<file path="src/rtl/adder_pkg.sv">
// Shared adder definitions: opcode encodings and the
// generic ripple carry chain used by every adder variant.
package adder_pkg;

  localparam logic OP_ADD = 1'b0;
  localparam logic OP_SUB = 1'b1;

  localparam int CC_MAXW = 64;

  // Returns {cout, carry into bit w-1, sum}; bits at and above w read zero.
  function automatic logic [CC_MAXW+1:0] carry_chain(
    input logic [CC_MAXW-1:0] a,
    input logic [CC_MAXW-1:0] b,
    input logic               cin,
    input int                 w
  );
    logic [CC_MAXW-1:0] s;
    logic               c;
    logic               cm;
    s  = '0;
    c  = cin;
    cm = cin;
    for (int i = 0; i < CC_MAXW; i++) begin
      if (i < w) begin
        cm   = c;
        s[i] = a[i] ^ b[i] ^ c;
        c    = (a[i] & b[i]) | (c & (a[i] ^ b[i]));
      end
    end
    return {c, cm, s};
  endfunction

endpackage

</file>
<file path="src/rtl/rca_segment.sv">
// Combinational W-bit ripple segment; one per pipeline stage.
// Also exposes the carry into its top bit for overflow detection.
module rca_segment #(
  parameter int W = 8
) (
  input  logic [W-1:0] a,
  input  logic [W-1:0] b,
  input  logic         cin,
  output logic [W-1:0] sum,
  output logic         cout,
  output logic         c_msb_in
);
  import adder_pkg::*;

  if (W < 1 || W > CC_MAXW) begin : g_bad_w
    $error("rca_segment: W out of range");
  end

  logic [CC_MAXW-1:0] a_ext;
  logic [CC_MAXW-1:0] b_ext;
  logic [CC_MAXW+1:0] r;

  always_comb begin
    a_ext        = '0;
    b_ext        = '0;
    a_ext[W-1:0] = a;
    b_ext[W-1:0] = b;
    r            = carry_chain(a_ext, b_ext, cin, W);
  end

  assign sum      = r[W-1:0];
  assign cout     = r[CC_MAXW+1];
  assign c_msb_in = r[CC_MAXW];

  if (W < CC_MAXW) begin : g_pad
    logic unused_hi;
    assign unused_hi = ^r[CC_MAXW-1:W];
  end

endmodule

</file>
<file path="src/rtl/rca_pipelined_addsub.sv">
// Pipelined ripple-carry add/subtract, one carry segment per stage.
// Single global enable: the whole pipe advances or holds together.
module rca_pipelined_addsub #(
  parameter int N      = 32,
  parameter int STAGES = 4
) (
  input  logic         clk,
  input  logic         rst_n,
  input  logic         in_valid,
  output logic         in_ready,
  input  logic [N-1:0] a,
  input  logic [N-1:0] b,
  input  logic         cin,
  input  logic         op,
  output logic         out_valid,
  input  logic         out_ready,
  output logic [N-1:0] sum,
  output logic         cout,
  output logic         ovf,
  output logic [N:0]   final_sum
);
  import adder_pkg::*;

  localparam int SEG = N / STAGES;

  if (STAGES < 1 || STAGES > N) begin : g_bad_stages
    $error("rca_pipelined_addsub: STAGES out of range");
  end
  if (N % STAGES != 0) begin : g_bad_split
    $error("rca_pipelined_addsub: N not divisible by STAGES");
  end

  logic                      adv;
  logic [STAGES-1:0]         v_q, v_d;
  logic [STAGES-1:0]         c_q, c_d;
  logic [STAGES-1:0][N-1:0]  a_q, a_d;
  logic [STAGES-1:0][N-1:0]  b_q, b_d;
  logic [STAGES-1:0][N-1:0]  s_q, s_d;
  logic                      cm_q, cm_d;

  assign adv      = !v_q[STAGES-1] || out_ready;
  assign in_ready = adv;

  for (genvar s = 0; s < STAGES; s++) begin : g_stage
    logic         v_in;
    logic         c_in;
    logic [N-1:0] a_in;
    logic [N-1:0] b_in;
    logic [N-1:0] s_in;
    logic [N-1:0] s_nx;
    logic [SEG-1:0] seg_sum;
    logic         seg_c;
    logic         seg_cm;

    if (s == 0) begin : g_head
      assign v_in = in_valid;
      assign a_in = a;
      assign b_in = b ^ {N{op}};
      assign s_in = '0;
      assign c_in = (op == OP_SUB) ? 1'b1 : cin;
    end else begin : g_body
      assign v_in = v_q[s-1];
      assign a_in = a_q[s-1];
      assign b_in = b_q[s-1];
      assign s_in = s_q[s-1];
      assign c_in = c_q[s-1];
    end

    rca_segment #(.W(SEG)) u_seg (
      .a        (a_in[s*SEG +: SEG]),
      .b        (b_in[s*SEG +: SEG]),
      .cin      (c_in),
      .sum      (seg_sum),
      .cout     (seg_c),
      .c_msb_in (seg_cm)
    );

    always_comb begin
      s_nx                = s_in;
      s_nx[s*SEG +: SEG]  = seg_sum;
    end

    assign v_d[s] = v_in;
    assign a_d[s] = a_in;
    assign b_d[s] = b_in;
    assign s_d[s] = s_nx;
    assign c_d[s] = seg_c;

    if (s == STAGES - 1) begin : g_tail
      assign cm_d = seg_cm;
    end else begin : g_mid
      logic unused_cm;
      assign unused_cm = seg_cm;
    end
  end

  always_ff @(posedge clk or negedge rst_n) begin
    if (!rst_n) begin
      v_q  <= '0;
      c_q  <= '0;
      a_q  <= '0;
      b_q  <= '0;
      s_q  <= '0;
      cm_q <= 1'b0;
    end else if (adv) begin
      v_q  <= v_d;
      c_q  <= c_d;
      a_q  <= a_d;
      b_q  <= b_d;
      s_q  <= s_d;
      cm_q <= cm_d;
    end
  end

  // Operands have been fully consumed by the time they reach the last stage.
  logic unused_tail;
  assign unused_tail = ^{a_q[STAGES-1], b_q[STAGES-1]};

  assign out_valid = v_q[STAGES-1];
  assign sum       = s_q[STAGES-1];
  assign cout      = c_q[STAGES-1];
  assign ovf       = c_q[STAGES-1] ^ cm_q;
  assign final_sum = {cout, sum};

endmodule

</file>
<file path="config.mk">
export PLATFORM = sky130hd
export DESIGN_NAME = rca_pipelined_addsub
export DESIGN_NICKNAME = d
export VERILOG_FILES = /design/src/rtl/adder_pkg.sv /design/src/rtl/rca_segment.sv /design/src/rtl/rca_pipelined_addsub.sv
export SDC_FILE = /design/constraint.sdc
export NUM_CORES = 1
export LEC_CHECK = 0
export BUFFER_PORTS_ARGS = -buffer_cell sky130_fd_sc_hd__buf_2
export CAP_MARGIN = 20
export CORE_ASPECT_RATIO = 1.4
export CORE_MARGIN = 5
export CORE_UTILIZATION = 25
export DETAILED_ROUTE_END_ITERATION = 10
export PLACE_DENSITY = 0.52
export SYNTH_ARGS = -nofsm -noshare
export SYNTH_HDL_FRONTEND = slang
export SYNTH_HIERARCHICAL = 1
export SYNTH_SLANG_ARGS = --single-unit
export TNS_END_PERCENT = 100
</file>
<file path="constraint.sdc">
create_clock -name clk -period 4.21 [get_ports clk]
set_input_delay 0.842 -clock clk [delete_from_list [all_inputs] [get_ports clk]]
set_output_delay 0.842 -clock clk [all_outputs]
set_load 0.03 [all_outputs]
</file>
### Yosys cells after proc, flatten, opt, wreduce, memory -nomap -nowiden

Index checks and enable logic that the tools add are counted.

* bits in latches: 0
* output and inout bits: 69
* memory bits (read-only): 0
* word-level logic and storage cells: 178
* bits in registers: 281
* bits of input ports: 70
* memories kept: 0
* RAM bits: 0

* reductions and logical operators: 2
* $lt $le $gt $ge: 0
* div/mod/pow operators: 0
* eq/ne operators: 0
* add/subtract/negate cells: 0
* bitwise logic cells: 162
* $mul: 0
* mux-type cells: 1
* shifts and indexed selects: 0

Operators with widths (count)
* $xor A1 B1 Y1: 65
* $and A1 B1 Y1: 64
* $or A1 B1 Y1: 32
* $xor A32 B32 Y32: 1
* $logic_not A1 Y1: 1
* $logic_or A1 B1 Y1: 1
* $mux W1: 1

### Depth between registers and ports, before layout

* word-level depth: 18
* gate-level depth with buffers: 16
* gate-level depth less buffers: 14

### Hierarchy

The synthesis kept the hierarchy.

By module, submodules not included
* rca_pipelined_addsub: times used 1, seq. area each 4629.4 um^2, area each 8013.9 um^2, cells an instance 463
* rca_segment: times used 4, seq. area each 0.0 um^2, area each 197.7 um^2, cells an instance 18

### Worst setup path before layout

No wires, ideal clock.

* path kind: in2reg
* from: in op
* to: reg s_q, in the netlist g_stage[1].s_in[7]
* arrival time: 4.507 ns
* library setup time: 0.125 ns
* required time: 4.085 ns
* cell stages on the path: 16
* path slack: -0.422 ns
* path buffers: 2
* cell sequence: buf_2 -> buf_2 -> or2_2 -> inv_1 -> fa_1 -> inv_1 -> fa_1 -> fa_1 -> fa_1 -> fa_1 -> fa_1 -> inv_1 -> fa_1 -> inv_1 -> fa_1 -> mux2_2

* elaborated cells between the ends (all ways): 32
* those cells by class: mux (1); bitwise (31)

RTL lines
* from (decl): RTL line rca_pipelined_addsub.sv:14 `input logic op,`
* $mux W1: RTL line rca_pipelined_addsub.sv:60 `assign c_in = (op == OP_SUB) ? 1'b1 : cin;`
* via g_stage[0].c_in: RTL line rca_pipelined_addsub.sv:46 `logic c_in;`
* $and A1 B1 Y1: RTL line adder_pkg.sv:27 `c = (a[i] & b[i]) | (c & (a[i] ^ b[i]));`
* $or A1 B1 Y1: RTL line adder_pkg.sv:27
* $and A1 B1 Y1: RTL line adder_pkg.sv:27
* $or A1 B1 Y1: RTL line adder_pkg.sv:27
* $and A1 B1 Y1: RTL line adder_pkg.sv:27
* $or A1 B1 Y1: RTL line adder_pkg.sv:27
* (+3 left out)
* $or A1 B1 Y1: RTL line adder_pkg.sv:27
* $and A1 B1 Y1: RTL line adder_pkg.sv:27
* $or A1 B1 Y1: RTL line adder_pkg.sv:27
* $and A1 B1 Y1: RTL line adder_pkg.sv:27
* $or A1 B1 Y1: RTL line adder_pkg.sv:27
* via g_stage[0].g_mid.unused_cm: RTL line rca_pipelined_addsub.sv:92 `logic unused_cm;`
* $xor A1 B1 Y1: RTL line adder_pkg.sv:26 `s[i] = a[i] ^ b[i] ^ c;`
* via g_stage[0].seg_sum[7]: RTL line rca_pipelined_addsub.sv:51 `logic [SEG-1:0] seg_sum;`
* to (signal assigned): RTL line rca_pipelined_addsub.sv:103 `s_q <= '0;`
* to (signal assigned): RTL line rca_pipelined_addsub.sv:110 `s_q <= s_d;`
* to (decl): RTL line rca_pipelined_addsub.sv:38 `logic [STAGES-1:0][N-1:0] s_q, s_d;`

The timed path passes the listed nets, and every way through them passes these cells.
A chain may end at the register's enable or synchronous reset.

### Worst setup path in the final report

Ends and elaborated chain as after synthesis.

==> impl_metrics.env <==
export IMPL_pwr_share_seq=0.377
export IMPL_viasPerCell=3.78
export IMPL_yosys_warnings=6
export IMPL_fp_dieH_um=232
export IMPL_synth_seq_area_share=0.526
export IMPL_synth_top_area_cell="dfrtp_1"
export IMPL_cts_tree="done"
export IMPL_cts_reportedPaths_clkPinSlew_ns=0.07
export IMPL_path_common_cell="fa_2"
export IMPL_drtPass1Iterations=4
export IMPL_cts_setup_buffers=0
export IMPL_grt_pass1_vias=4470
export IMPL_die_area_mm2=0.0391
export IMPL_swShare=0.365
export IMPL_synth_nets=637
export IMPL_io_pins=139
export IMPL_required_ns=4.54
export IMPL_wire_per_inst_um=14.7
export IMPL_dp_cells=1081
export IMPL_async_reset_ff_frac=1.00
export IMPL_ys_flop_type="dfrtp_1"
export IMPL_grt_setup_unrepaired="false"
export IMPL_finalHoldViolCount=0
export IMPL_crit_fanout=4
export IMPL_status="complete, no violations"
export IMPL_clockRootBuffer="clkbuf_16"
export IMPL_setup_tns_ns=0
export IMPL_grt_pass1_wl_um=25800
export IMPL_htreeDepth=4
export IMPL_crit_family="adder cells"
export IMPL_drc=0
export IMPL_power_leakage_uw=0.00502
export IMPL_initial_core_util=0.253
export IMPL_yosysMostFrequentCell="dfrtp_1"
export IMPL_syn_inst=535
export IMPL_track_usage=0.0862
export IMPL_wl_met1_um=7570
export IMPL_grt_ovfl_total=0
export IMPL_ys_types=12
export IMPL_slew_viol_final=0
export IMPL_skew_ns=0.0131
export IMPL_place_area_mm2=0.00972
export IMPL_min_period_over_period=0.928
export IMPL_clock_power_share=0.192
export IMPL_synth_seq_cells=185
export IMPL_core_area_mm2=0.0349
export IMPL_clock_latency_ns=0.44
export IMPL_worstMarginPinSlew_ns=0.706
export IMPL_slew_headroom=0.530
export IMPL_cap_violations=0
export IMPL_port_buffers=138
export IMPL_cp_slowest_cell="fa_1"
export IMPL_place_gp_congestion=0.680
export IMPL_met3WireLength_um=753
export IMPL_routed_top_layer="met4"
export IMPL_rows=81
export IMPL_p_comb_frac=0.432
export IMPL_route_met2_wl_um=7780
export IMPL_internal_power_uw=5270
export IMPL_cts_buffers=17
export IMPL_finalNonFillerCells=1114
export IMPL_worstPathArrival_ns=4.23
export IMPL_syn_area_per_cell_um2=16.5
export IMPL_synth_area_mm2=0.00880
export IMPL_cts_num_sinks=185
export IMPL_synth_common_cells="dfrtp_1, mux2_4, mux2_2"
export IMPL_drive_gt1_frac=0.568
export IMPL_vdd_ir_drop_max_mv=0.388
export IMPL_antenna_found_initial=1
export IMPL_post_cts_resized=0
export IMPL_critPathLaunchType="primary input"
export IMPL_power_switching_uw=3030
export IMPL_setup_violations=0
export IMPL_synth_edf_count=0
export IMPL_crit_type="primary input to register"
export IMPL_holdCritPathClass="primary input to async pin"
export IMPL_dr_first_iter_drc_count=162
export IMPL_fin_nets=746
export IMPL_endpoint_kind="register"
export IMPL_ant_nets=0
export IMPL_min_period_ns=3.91
export IMPL_cts_hold_buf=0
export IMPL_hpwl_um=11300
export IMPL_num_vias=4207
export IMPL_fill_cells=3531
export IMPL_fin_area_mm2=0.0103
export IMPL_p_per_area_mw_per_mm2=805
export IMPL_crit_chain="buf_2 -> or2_4 -> inv_2 -> fa_1 -> inv_1 -> fa_2 -> fa_2 -> fa_2 -> fa_2 -> fa_2 -> inv_2 -> fa_1 -> inv_1 -> fa_1 -> mux2_2"
export IMPL_crit_buf_inv=5
export IMPL_clock_fmax_ghz=0.256
export IMPL_yosysTopAreaCellShare=0.526
export IMPL_die_w_um=169
export IMPL_cts_path_max_buffers=2
export IMPL_syn_to_final_growth_pct=17.1
export IMPL_max_stage_delay_ns=0.42
export IMPL_wirelength_um=16400
export IMPL_synth_area_leaders="dfrtp_1, mux2_4, fa_1"
export IMPL_grt_max_degree=82
## kinds of logic (layout without fill, tap and decap cells)
group / Yosys count / count (layout) / synth area share
buf+inv: 98 / 220 / 0.0715
other cells: 0 / 1 / 0
fa+ha+maj: 32 / 32 / 0.0728
simple gates: 3 / 3 / 0.00298
flops: 185 / 185 / 0.526
xor+xnor: 33 / 33 / 0.0328
mux: 184 / 184 / 0.294
## power by group through the flow
stage	logic [uW]	clock network, uW	registers, uW
2_1_floorplan	2800	0	3350
3_3_place_gp	3600	0	3160
3_5_place_dp	3660	0	3180
4_1_cts	3670	1670	3150
5_1_grt	3870	1730	3250
6_report	3580	1590	3130
## registers in the layout (all words and copies together), names as in the netlist
name          count
c_q               4
cm_q              1
g_stage.a_in     48
g_stage.b_in     48
g_stage.s_in     48
sum              32
v_q               4
## cell usage in the layout, fill, tap and decap left out, drive strengths merged
| cell | count |
|---|---|
| dfrtp | 185 |
| mux2 | 184 |
| buf | 147 |
| inv | 48 |
| xor2 | 33 |
| fa | 32 |
| clkbuf | 18 |
| clkinv | 5 |
| clkinvlp | 2 |
| nand2b | 2 |
| diode | 1 |
| or2 | 1 |
## routing by layer
layer  vias to the layer above  GRT usage
met3                        18     0.0266
met1                      2150      0.113
met4                         0     0.0358
met2                        84      0.133
li1                       1955          -
met5                         -          0
## through the flow
step	setup WS, ns	power [uW]	utilization	hold WS (ns)
6_report	0.304	8300	0.296	0.433
5_1_grt	0.204	8850	0.296	0.479
4_1_cts	0.306	8490	0.296	0.449
3_5_place_dp	-0.176	6840	0.279	0.455
3_3_place_gp	-0.125	6760	0.279	0.473
2_1_floorplan	-0.0629	6150	-	0.435
## worst paths after layout
kind | from | to | slack [ns] | cells past startpoint
setup / recovery | op | g_stage[1].s_in[7] | 0.30 | 15
hold / removal | rst_n | sum[10] | 0.43 | 1
setup reg to reg | g_stage[3].a_in[24] | sum[31] | 0.41 | 13
hold reg to reg | v_q[2] | v_q[3] | 0.50 | 1
max in group asynchronous | rst_n | g_stage[1].b_in[28] | 2.75 | 2
min in group clk | v_q[2] | v_q[3] | 0.50 | 1
## final cells by class
class	count	area, um^2	area share
diodes	1	2.50	0.000243
inverters	40	150	0.0146
multi-input cells	252	3560	0.345
flip-flops and latches	185	4630	0.449
repair buffers	148	812	0.0788
well taps	456	571	0.0554
clock inverters	15	156	0.0152
clock buffers	17	425	0.0413
No activity file was read; power rests on OpenSTA's default activity.
